File: src/rtl/serial_adder_ctrl.sv
// Bit-serial adder controller: computes A+B+Cin LSB-first on one shared full adder.
// Latency: WIDTH cycles from the accepting Start edge to the one-cycle Done pulse.
// Backpressure: none; Start is ignored while Busy, and accepted again in the Done cycle.
//
// Ports:
//   clk, rst_n      - clock; asynchronous active-low reset with synchronised release
//   Start, Clear    - begin an addition / synchronous abort (Clear wins over Start)
//   A, B, Cin       - operands and carry-in, captured only on the accepting edge
//   Busy, Done      - addition in progress / one-cycle completion pulse
//   Sum, Cout       - registered result and carry of the last completed addition
module serial_adder_ctrl #(
    parameter int WIDTH = 8
) (
    input  logic             clk,
    input  logic             rst_n,
    input  logic             Start,
    input  logic             Clear,
    input  logic [WIDTH-1:0] A,
    input  logic [WIDTH-1:0] B,
    input  logic             Cin,
    output logic             Busy,
    output logic             Done,
    output logic [WIDTH-1:0] Sum,
    output logic             Cout
);

    localparam int CW = $clog2(WIDTH + 1);
    localparam logic [CW-1:0] LAST = CW'(WIDTH - 1);

    typedef enum logic {
        IDLE = 1'b0,
        ADD  = 1'b1
    } state_t;

    state_t          state;
    state_t          state_nxt;

    logic [WIDTH-1:0] a_sr;
    logic [WIDTH-1:0] b_sr;
    logic [WIDTH-1:0] s_sr;
    logic             carry;
    logic [CW-1:0]    cnt;
    logic             done_q;
    logic [1:0]       rst_sync;

    logic             fa_sum;
    logic             fa_cout;
    logic             accept;
    logic             adding;
    logic             last_bit;

    // Reset release is retimed so an edge coincident with (or just after)
    // deassertion can never accept a Start.
    always_ff @(posedge clk or negedge rst_n) begin
        if (!rst_n) begin
            rst_sync <= 2'b00;
        end else begin
            rst_sync <= {rst_sync[0], 1'b1};
        end
    end

    FullAdder_1b u_fa (
        .a    (a_sr[0]),
        .b    (b_sr[0]),
        .cin  (carry),
        .sum  (fa_sum),
        .cout (fa_cout)
    );

    always_comb begin
        accept   = (state == IDLE) && Start && !Clear && rst_sync[1];
        adding   = (state == ADD) && !Clear;
        last_bit = adding && (cnt == LAST);
    end

    // State register
    always_ff @(posedge clk or negedge rst_n) begin
        if (!rst_n) begin
            state <= IDLE;
        end else begin
            state <= state_nxt;
        end
    end

    // Next-state logic
    always_comb begin
        state_nxt = state;
        case (state)
            IDLE: if (accept) state_nxt = ADD;
            ADD:  if (Clear || (cnt == LAST)) state_nxt = IDLE;
            default: state_nxt = IDLE;
        endcase
    end

    // Outputs
    always_comb begin
        Busy = (state == ADD);
        Done = done_q;
    end

    // Datapath: operand shifters, carry flop, bit counter and result registers.
    // On the final bit the result is taken from the adder output directly so the
    // last sum bit lands in Sum on the same edge it is computed.
    always_ff @(posedge clk or negedge rst_n) begin
        if (!rst_n) begin
            a_sr   <= '0;
            b_sr   <= '0;
            s_sr   <= '0;
            carry  <= 1'b0;
            cnt    <= '0;
            done_q <= 1'b0;
            Sum    <= '0;
            Cout   <= 1'b0;
        end else begin
            done_q <= last_bit;
            if (accept) begin
                a_sr  <= A;
                b_sr  <= B;
                s_sr  <= '0;
                carry <= Cin;
                cnt   <= '0;
            end else if (adding) begin
                a_sr  <= a_sr >> 1;
                b_sr  <= b_sr >> 1;
                s_sr  <= {fa_sum, s_sr[WIDTH-1:1]};
                carry <= fa_cout;
                cnt   <= cnt + CW'(1);
                if (last_bit) begin
                    Sum  <= {fa_sum, s_sr[WIDTH-1:1]};
                    Cout <= fa_cout;
                end
            end
        end
    end

endmodule

// One-bit full adder shared by the serial datapath.
// Latency: combinational.
// Backpressure: none.
module FullAdder_1b (
    input  logic a,
    input  logic b,
    input  logic cin,
    output logic sum,
    output logic cout
);

    always_comb begin
        sum  = a ^ b ^ cin;
        cout = (a & b) | (a & cin) | (b & cin);
    end

endmodule

File: config.mk
export PLATFORM = sky130hd
export DESIGN_NAME = serial_adder_ctrl
export DESIGN_NICKNAME = d
export VERILOG_FILES = /design/src/rtl/serial_adder_ctrl.sv
export SDC_FILE = /design/constraint.sdc
export NUM_CORES = 1
export LEC_CHECK = 0
export ABC_AREA = 0
export CAP_MARGIN = 20
export CORE_MARGIN = 2
export CORE_UTILIZATION = 40
export CTS_BUF_LIST = sky130_fd_sc_hd__clkbuf_8
export DETAILED_ROUTE_END_ITERATION = 12
export GPL_TIMING_DRIVEN = 0
export PLACE_DENSITY = 0.75
export RECOVER_POWER = 100
export SETUP_SLACK_MARGIN = 0.4
export SLEW_MARGIN = 15
export SYNTH_ARGS = -nofsm -noshare
export SYNTH_HDL_FRONTEND = slang
export SYNTH_HIERARCHICAL = 1
export SYNTH_SLANG_ARGS = --single-unit
File: constraint.sdc
create_clock -name clk -period 2.3 [get_ports clk]
set_clock_uncertainty 0.2 [all_clocks]
set_input_delay 0.345 -clock clk [delete_from_list [all_inputs] [get_ports clk]]
set_output_delay 0.345 -clock clk [all_outputs]
set_load 0.005 [all_outputs]
==> out/metrics.yaml <==
status: "finished clean"
synth_area_per_cell_um2: 11.0
ys.flop_type: "dfrtp_1"
area_growth_pct: 30.6
ir_drop_v: 0.000464
n_antenna_cell: 0
cts_root_buffer: "clkbuf_8"
core_area_mm2: 0.00406
ys_warn_count: 6
initial_core_util_pct: 42.2
dp_hpwl_um: 2330
routed_wl_um: 3350
synth_top_area_share_pct: 59.9
rsz0062_at_grt: "no"
clk_latency_ns: 0.29
clk_pin_slew_ns: 0.07
ys_seq_area_share_pct: 59.9
fmax_mhz: 516
nets: 220
h-tree-depth: 2
ys_types: 23
cp_max_fo: 10
grt_pass1_vias: 1291
port_buffers: 31
yosys.area.top_type: "dfrtp_1"
via_per_inst: 5.21
final_area_mm2: 0.00224
ys_ff_latch: 41
grt_use_total_pct: 15.3
first_iter_violations: 61
hold_viol: 0
antenna_found_initial: 0
grt_pass1_wl_um: 5930
period_minus_slack_ns: 1.94
die_h_um: 69.4
clockBufferDepth: 2
pre_cts_slack_ns: 0.0290
end_kind: "register"
period_share_pct: 84.2
hold_class: "register to register"
whs_path_depth: 0
synth_fp_nets: 179
power_density_mw_per_mm2: 775
ys_top_cells_by_count: "dfrtp_1, nand2_1, nand3_1"
p_leak_nw: 1.14
dieWidth_um: 69.4
total_power_w: 0.00173
die-area_mm2: 0.00482
maxCapViolCount: 0
routedWlPerCell_um: 13.5
cp.required_ns: 2.28
drc: 0
grt_overflow: 0
worstSetupPathType: "input pin to register"
synth_top_cells_by_area: "dfrtp_1, nand2_1, nand3_1"
final_core_util_pct: 55.1
arrival_ns: 1.91
synthArstFlopShare_pct: 100
cts_num_sinks: 41
ios: 32
setup_ws_ns: 0.363
grt_max_degree: 22
syn_area_mm2: 0.00171
hold_slack_ns: 0.164
gp_congestion: 0.710
cts_tree: "yes"
dpl-instance-area_mm2: 0.00211
vias: 1293
nFillCells: 361
ant_nets: 0
finalSetupViolations: 0
drive_above_1_share_pct: 12.6
worstMarginPinSlew_ns: 1.23
slew_violations: 0
synth_edf_count: 0
cts_buffers: 5
synthCells: 156
yosysMostFrequentCell: "dfrtp_1"
relSlewSlack_pct: 18.1
cp-start-kind: "input pin"
rr_worst_depth: 5
rows: 23
drt_pass1_iterations: 5
[stage by stage]
step,std cells,TNS (ns)
global placement,237,-14.66
CTS,248,0
detailed placement,238,0
global route,248,0
finish,248,0
floorplan,156,0
[cell usage in the layout (no fill, tap or decap)]
master,netlist,routed
nand2_1,37,37
buf_16,0,1
o31ai_1,1,1
mux2i_1,1,1
buf_2,4,3
clkbuf_8,0,6
and4bb_2,1,1
conb_1,1,1
bufinv_16,0,1
nor3b_1,1,1
nand2b_1,1,1
ha_1,1,1
a22oi_1,15,15
nand4bb_1,1,1
and2b_1,1,1
nand3_1,27,27
clkbuf_1,5,7
buf_12,0,1
dlygate4sd3_1,0,12
nor3_1,0,1
mux2_2,9,9
fa_1,1,1
clkbuf_2,0,3
a21o_1,1,1
o211ai_1,1,1
clkdlybuf4s50_1,0,19
dfrtp_1,41,41
inv_1,0,1
o21ai_0,2,2
[metal layers]
metal | up-vias | routed length, µm | global-route usage (%)
met3 | 6 | 151 | 4.07
met1 | 635 | 1550 | 20.0
met5 | - | 0 | 0
li1 | 621 | - | -
met2 | 31 | 1600 | 24.9
met4 | 0 | 44 | 4.58
[kinds of logic (layout without fill, tap and decap cells)]
kind of cell	count (synthesis)	in the layout	share of synthesized area, %
simple gates	70	70	19.6
flops	41	41	59.9
compound gates	20	20	8.48
buf+inv	12	54	3.36
mux	10	10	6.51
fa+ha+maj	2	2	1.90
other cells	1	1	0.219
[path summary, 6_finish.rpt]
| check | from | end | slack (ns) |
|---|---|---|---|
| max | Clear | Sum[1] | 0.36 |
| min | rst_sync[0] | rst_sync[1] | 0.16 |
| max reg2reg | cnt[0] | Sum[1] | 0.48 |
| min reg2reg | rst_sync[0] | rst_sync[1] | 0.16 |
| max in group asynchronous | rst_n | cnt[2] | 0.54 |
| min in group asynchronous | rst_n | rst_sync[1] | 0.63 |
[report_power, final]
group          internal, W  switching [W]  total [W]
sequential        0.000832      0.0000765   0.000908
combinational     0.000119       0.000119   0.000239
clock             0.000349       0.000237   0.000587
[sequential cells by signal (all words and copies together), names as in the netlist, 2 cells and up]
| name | flops |
|---|---|
| Sum | 8 |
| a_sr | 8 |
| b_sr | 8 |
| s_sr | 7 |
| cnt | 4 |
| rst_sync | 2 |
[worst max-delay path, stage by stage]
cell and delay [ns]:
clkdlybuf4s50_1 0.44, nand2b_1 0.15, clkbuf_1 0.15, nor3_1 0.31, buf_12 0.18, mux2_2 0.34
[layout make-up]
cell class	count	area (µm²)	share of cell area, %
sequential	41	1030	45.9
clock inverter	2	33.8	1.51
clock buffer	6	82.6	3.69
timing repair buffer	34	362	16.2
multi-input combinational	103	617	27.6
tap	50	62.6	2.80
buffer	12	52.6	2.35
[what timing repair did]
| item | 4_1_cts | 5_1_grt |
|---|---|---|
| gates resized for setup | 0 | 4 |
| endpoints found under the hold margin | 20 | 0 |
| setup endpoints to repair | 9 | 15 |
| hold buffers | 1 | 0 |
| setup buffers | 1 | 0 |
| pin swaps | 1 | 0 |
| gates cloned | 0 | 0 |
Power figures use the tool's default switching activity.
